`src/rtl/decode_issue.sv`:
```
// decode_issue: decodes instructions into one ID/EX slot, reads a bypassed register file,
// and stalls RAW hazards using a pending-write scoreboard.
module decode_issue #(
    parameter int DATA_W   = 32,
    parameter int RF_DEPTH = 32
) (
    input  logic              clk,
    input  logic              rst_n,
    input  logic              in_valid,
    input  logic [31:0]       in_instr,
    output logic              in_ready,
    input  logic              wb_en,
    input  logic [4:0]        wb_addr,
    input  logic [DATA_W-1:0] wb_data,
    output logic              ex_valid,
    input  logic              ex_ready,
    output logic [5:0]        ex_alu_control,
    output logic [DATA_W-1:0] ex_a,
    output logic [DATA_W-1:0] ex_b,
    output logic [DATA_W-1:0] ex_imm,
    output logic [4:0]        ex_rd,
    output logic              ex_wr_en,
    output logic              ex_mem_rd,
    output logic              ex_mem_wr,
    output logic              illegal
);
    localparam logic [0:0] EMPTY = 1'b0;
    localparam logic [0:0] FULL  = 1'b1;

    logic [0:0]          state_q, state_d;
    logic [DATA_W-1:0]   rf_q [RF_DEPTH];
    logic [RF_DEPTH-1:0] pend_q, pend_d;
    logic [5:0]          alu_q, alu_d;
    logic [DATA_W-1:0]   a_q, a_d, b_q, b_d, imm_q, imm_d;
    logic [4:0]          rd_q, rd_d;
    logic                wr_q, wr_d, mrd_q, mrd_d, mwr_q, mwr_d, ill_q, ill_d;
    logic [5:0]          op;
    logic [4:0]          rd, rs, rt;
    logic                legal, use_a, use_b, wr, hazard, accept;
    logic [DATA_W-1:0]   opa, opb;

    assign op = in_instr[31:26];
    assign rd = in_instr[25:21];
    assign rs = in_instr[20:16];
    assign rt = in_instr[15:11];

    always_comb begin
        legal    = op <= 6'd4;
        use_a    = legal && op != 6'd0;
        use_b    = op == 6'd1 || op == 6'd2 || op == 6'd3;
        wr       = (op == 6'd1 || op == 6'd2 || op == 6'd4) && rd != 5'd0;
        // a writeback landing this cycle resolves the hazard through the bypass
        hazard   = (use_a && rs != 5'd0 && pend_q[rs] && !(wb_en && wb_addr == rs)) ||
                   (use_b && rt != 5'd0 && pend_q[rt] && !(wb_en && wb_addr == rt));
        in_ready = (state_q == EMPTY || ex_ready) && !hazard;
        accept   = in_valid && in_ready;
        opa      = (!use_a || rs == 5'd0) ? '0 : (wb_en && wb_addr == rs) ? wb_data : rf_q[rs];
        opb      = (!use_b || rt == 5'd0) ? '0 : (wb_en && wb_addr == rt) ? wb_data : rf_q[rt];
        state_d  = accept ? FULL : ex_ready ? EMPTY : state_q;
        pend_d   = pend_q;
        if (wb_en)
            pend_d[wb_addr] = 1'b0;
        if (accept && wr)
            pend_d[rd] = 1'b1;
        alu_d    = accept ? (legal ? op : 6'd0) : alu_q;
        a_d      = accept ? opa : a_q;
        b_d      = accept ? opb : b_q;
        imm_d    = accept ? (legal ? {{(DATA_W-16){in_instr[15]}}, in_instr[15:0]} : '0) : imm_q;
        rd_d     = accept ? (legal ? rd : 5'd0) : rd_q;
        wr_d     = accept ? wr : wr_q;
        mrd_d    = accept ? op == 6'd4 : mrd_q;
        mwr_d    = accept ? op == 6'd3 : mwr_q;
        ill_d    = accept && !legal;
    end

    always_ff @(posedge clk or negedge rst_n) begin
        if (!rst_n) begin
            state_q <= EMPTY;
            pend_q  <= '0;
            alu_q   <= '0;
            a_q     <= '0;
            b_q     <= '0;
            imm_q   <= '0;
            rd_q    <= '0;
            wr_q    <= 1'b0;
            mrd_q   <= 1'b0;
            mwr_q   <= 1'b0;
            ill_q   <= 1'b0;
            for (int i = 0; i < RF_DEPTH; i++)
                rf_q[i] <= '0;
        end else begin
            state_q <= state_d;
            pend_q  <= pend_d;
            alu_q   <= alu_d;
            a_q     <= a_d;
            b_q     <= b_d;
            imm_q   <= imm_d;
            rd_q    <= rd_d;
            wr_q    <= wr_d;
            mrd_q   <= mrd_d;
            mwr_q   <= mwr_d;
            ill_q   <= ill_d;
            if (wb_en && wb_addr != 5'd0)
                rf_q[wb_addr] <= wb_data;
        end
    end

    assign ex_valid       = state_q == FULL;
    assign ex_alu_control = alu_q;
    assign ex_a           = a_q;
    assign ex_b           = b_q;
    assign ex_imm         = imm_q;
    assign ex_rd          = rd_q;
    assign ex_wr_en       = wr_q;
    assign ex_mem_rd      = mrd_q;
    assign ex_mem_wr      = mwr_q;
    assign illegal        = ill_q;
endmodule

```
`config.mk`:
```
export PLATFORM = sky130hd
export DESIGN_NAME = decode_issue
export DESIGN_NICKNAME = d
export VERILOG_FILES = /design/src/rtl/decode_issue.sv
export SDC_FILE = /design/constraint.sdc
export NUM_CORES = 2
export LEC_CHECK = 0
export CAP_MARGIN = 15
export CORE_MARGIN = 5
export CORE_UTILIZATION = 38
export CTS_CLUSTER_DIAMETER = 200
export DETAILED_ROUTE_END_ITERATION = 12
export PLACE_DENSITY_LB_ADDON = 0.3
export SYNTH_ARGS = -nofsm -noshare
export SYNTH_HDL_FRONTEND = slang
export SYNTH_SLANG_ARGS = --single-unit
```
`constraint.sdc`:
```
create_clock -name clk -period 8.3 [get_ports clk]
set_clock_uncertainty 0.2 [all_clocks]
set_input_delay 1.66 -clock clk [delete_from_list [all_inputs] [get_ports clk]]
set_output_delay 1.66 -clock clk [all_outputs]
set_load 0.005 [all_outputs]
```
==> impl_metrics.yaml <==
run_status:
  outcome: "finished, final reports clean"
worst_setup_path:
  setup.worst_path.class: "primary input to output port"
  crit_arrival_ns: 5.85
  path_buf_inv: 3
  required_ns: 6.44
  worstSetupStartpointType: "primary input"
  crit_fanout: 61
  reg2regPathDepth: 8
  cp_slowest_cell: "a22o_2"
  cpPeakStageDelay_ns: 0.94
  path_delay_family: "buffers and inverters"
  crit_chain: "buf_2 > mux4_1 > mux4_2 > or2_4 > a22o_2 > clkinv_2 > clkdlybuf4s50_1"
  path_depth: 7
  worstSetupEndpointType: "output port"
global_routing:
  grt_usage: 0.2514
  grt_pass1_vias: 44630
  use_met2: 0.3717
  grt_busiest_layer: "met2"
  grt_max_degree: 158
  grt_overflow: 0
  grt_first_pass_wirelength_um: 323400
  antenna_found_initial: 8
  gr-usage-met1: 0.3640
  grtUsageMet3: 0.04565
pwr:
  seq_power_share: 0.448
  peakVddDrop_mv: 0.2345
  p_sw_uw: 4596
  p_sw_frac: 0.2785
  power_density_mw_per_mm2: 232.6
  internal_power_uw: 11910
  p_leak_uw: 0.02977
  clock_power_share: 0.357
  totalPowerFinal_uw: 16500
  combPwrFrac: 0.195
timing:
  fin_crit_ns: 7.713
  hold_viol: 0
  slew_headroom: 0.1828
  tightestPinTransition_ns: 1.222
  finalMaxSlewViolations: 0
  setup_tns_ns: 0
  min_period_over_period: 0.9292
  rsz0062_at_grt: "no"
  setup_viol: 0
  fmax_mhz: 129.7
cts:
  cts_resized: 0
  ctsHoldBuffers: 0
  clockBufferDepth: 3
  root_buffer: "clkbuf_16"
  cts_tree: "done"
  cts_setup_buffers: 0
  htreeDepth: 4
  numCtsBuffers: 130
  insertion_delay_ns: 0.78
  clk_pin_slew_worst_paths_ns: 0.05
  cts.sink_count: 1152
final_layout:
  drive_gt1_frac: 0.4022
  final_common_cell: "mux2_2"
  layout.nets: 4796
  final_cell_mix: "mux2_2 (1159), dfrtp_1 (1152), mux4_2 (316)"
  areaGrowthSynthToFinish_pct: 12.84
  stdcell_count: 7011
worst_hold_path:
  hp-class: "flop to flop"
  hold_depth: 0
floorplan:
  die-area_mm2: 0.1737
  die-width_um: 416.8
  die_y_um: 416.8
  core.rowCount: 149
  initial_core_util: 0.3816
  pin_count: 187
  coreArea_mm2: 0.1648
logic_synthesis:
  synth.distinct_cells: 66
  synth-seq-cells: 1152
  syn_area_mm2: 0.06289
  yosysSeqAreaShare: 0.4584
  async_flop_share: 1.000
  synthMuxAreaShare: 0.3682
  syn_avg_cell_area_um2: 13.04
  synth_compound_area_frac: 0.09464
  synth_adder_area_share: 0
  synth_top_family_by_area: "multiplexers"
  synth_edf_count: 0
  synthFlopType: "dfrtp_1"
  synthSimpleGateAreaFrac: 0.03750
  synth_nets: 4895
  yosys_warnings: 0
  synth-xor-area-share: 0.001671
  synth_cells: 4821
routing:
  route.vias.total: 45180
  routed_wl_um: 223200
  drtIter0Drc: 5067
  drc_errors: 0
  dr.pass1.iters: 6
  ant_nets: 0
  wire_per_inst_um: 31.84
  vias_per_cell: 6.444
job:
  max-cap-violations: 0
placement:
  numPortBuffers: 186
  hpwl_um: 129200
  gp_congestion: 0.8571
  dp_cells: 6776
[through the flow]
step                        util  hold slack, ns  setup slack [ns]  cell area [µm²]
after CTS                 0.4302          0.1956            0.6437            70900
after floorplan                -          0.2413             2.918            62890
after global routing      0.4306          0.2076            0.3935            70960
after global placement    0.4038          0.1764            0.6426            66550
final                     0.4306          0.1924            0.5874            70960
after detailed placement  0.4040          0.1833            0.6323            66580
[sequential cells by signal, indices dropped and copies added (netlist names), 5 cells and up]
register / cells
rf_q: 1024
ex_a: 32
ex_b: 32
pend_q: 32
ex_imm: 16
ex_alu_control: 6
ex_rd: 5
[kinds of logic after synthesis]
group | after synthesis
compound gates | 838
simple gates | 475
flops | 1152
buf+inv | 572
mux | 1772
xor+xnor | 12
[per-layer routing]
| layer | routed length, µm | vias up | share of wire |
|---|---|---|---|
| li1 | - | 18400 | - |
| met1 | 97250 | 24200 | 0.44 |
| met2 | 98080 | 2167 | 0.44 |
| met3 | 17880 | 409 | 0.080 |
| met4 | 10030 | 0 | 0.045 |
| met5 | 0 | - | 0 |
[cell type report]
class                           instances  area, µm²
Fill cell                           15140      93840
Multi-Input combinational cell       3097      31900
Sequential cell                      1152      28830
Clock buffer                          199       3940
Timing Repair Buffer                  337       3156
Tap cell                             2189       2739
Clock inverter                         29      380.4
Inverter                                4      16.27
Antenna cell                            4      10.01
[power groups by stage]
stage | clock network (µW) | registers [µW] | logic (µW)
6_report | 5890 | 7400 | 3210
5_1_grt | 6220 | 7510 | 3460
4_1_cts | 5990 | 7360 | 3210
3_5_place_dp | 0 | 7460 | 3190
3_3_place_gp | 0 | 7400 | 3140
2_1_floorplan | 0 | 7210 | 2360
[cell usage after synthesis (all sizes together) (5+ instances only)]
| master | count | area, µm² |
|---|---|---|
| o22ai | 141 | 882.1 |
| mux2 | 1159 | 13050 |
| a41oi | 65 | 832.1 |
| clkbuf | 378 | 1419 |
| a211oi | 6 | 45.04 |
| nor2b | 9 | 56.30 |
| nor3b | 12 | 90.09 |
| mux2i | 296 | 2963 |
| nor2 | 156 | 585.6 |
| or2 | 6 | 37.54 |
| and3b | 5 | 43.79 |
| o41ai | 27 | 236.5 |
| nand3 | 90 | 450.4 |
| dfrtp | 1152 | 28830 |
| and3 | 5 | 31.28 |
| nand4 | 14 | 93.84 |
| o31ai | 66 | 505.5 |
| nand2 | 80 | 300.3 |
| a21oi | 129 | 660.6 |
| a221oi | 29 | 254.0 |
| buf | 190 | 1054 |
| xnor2 | 11 | 96.34 |
| o221ai | 27 | 236.5 |
| a31oi | 64 | 400.4 |
| nor3 | 8 | 40.04 |
| mux4 | 317 | 7143 |
| a21boi | 5 | 37.54 |
| nor4 | 62 | 387.9 |
| o21ai | 102 | 510.5 |
| a22oi | 159 | 1194 |
| nand3b | 8 | 60.06 |
[worst reg2reg max path, cell delays in order, from the launching register on]
cell and delay [ns]:
dfrtp_1 0.42, mux4_1 0.49, mux4_2 0.70, or2_4 0.50, a22o_2 0.63, clkinv_2 0.39
buf_4 0.45, buf_4 0.54, a31oi_1 0.28
[path summary, 6_finish.rpt]
kind / start / end / slack [ns]
setup / recovery: in_instr[13] / in_ready / 0.59
hold / removal: rf_q[1002] / rf_q[1002] / 0.19
setup reg to reg: pend_q[19] / ex_b[30] / 3.53
hold reg to reg: rf_q[1002] / rf_q[1002] / 0.19
max in group asynchronous: rst_n / rf_q[884] / 5.46
min in group asynchronous: rst_n / ex_b[30] / 0.69
Power figures use the tool's default switching activity.
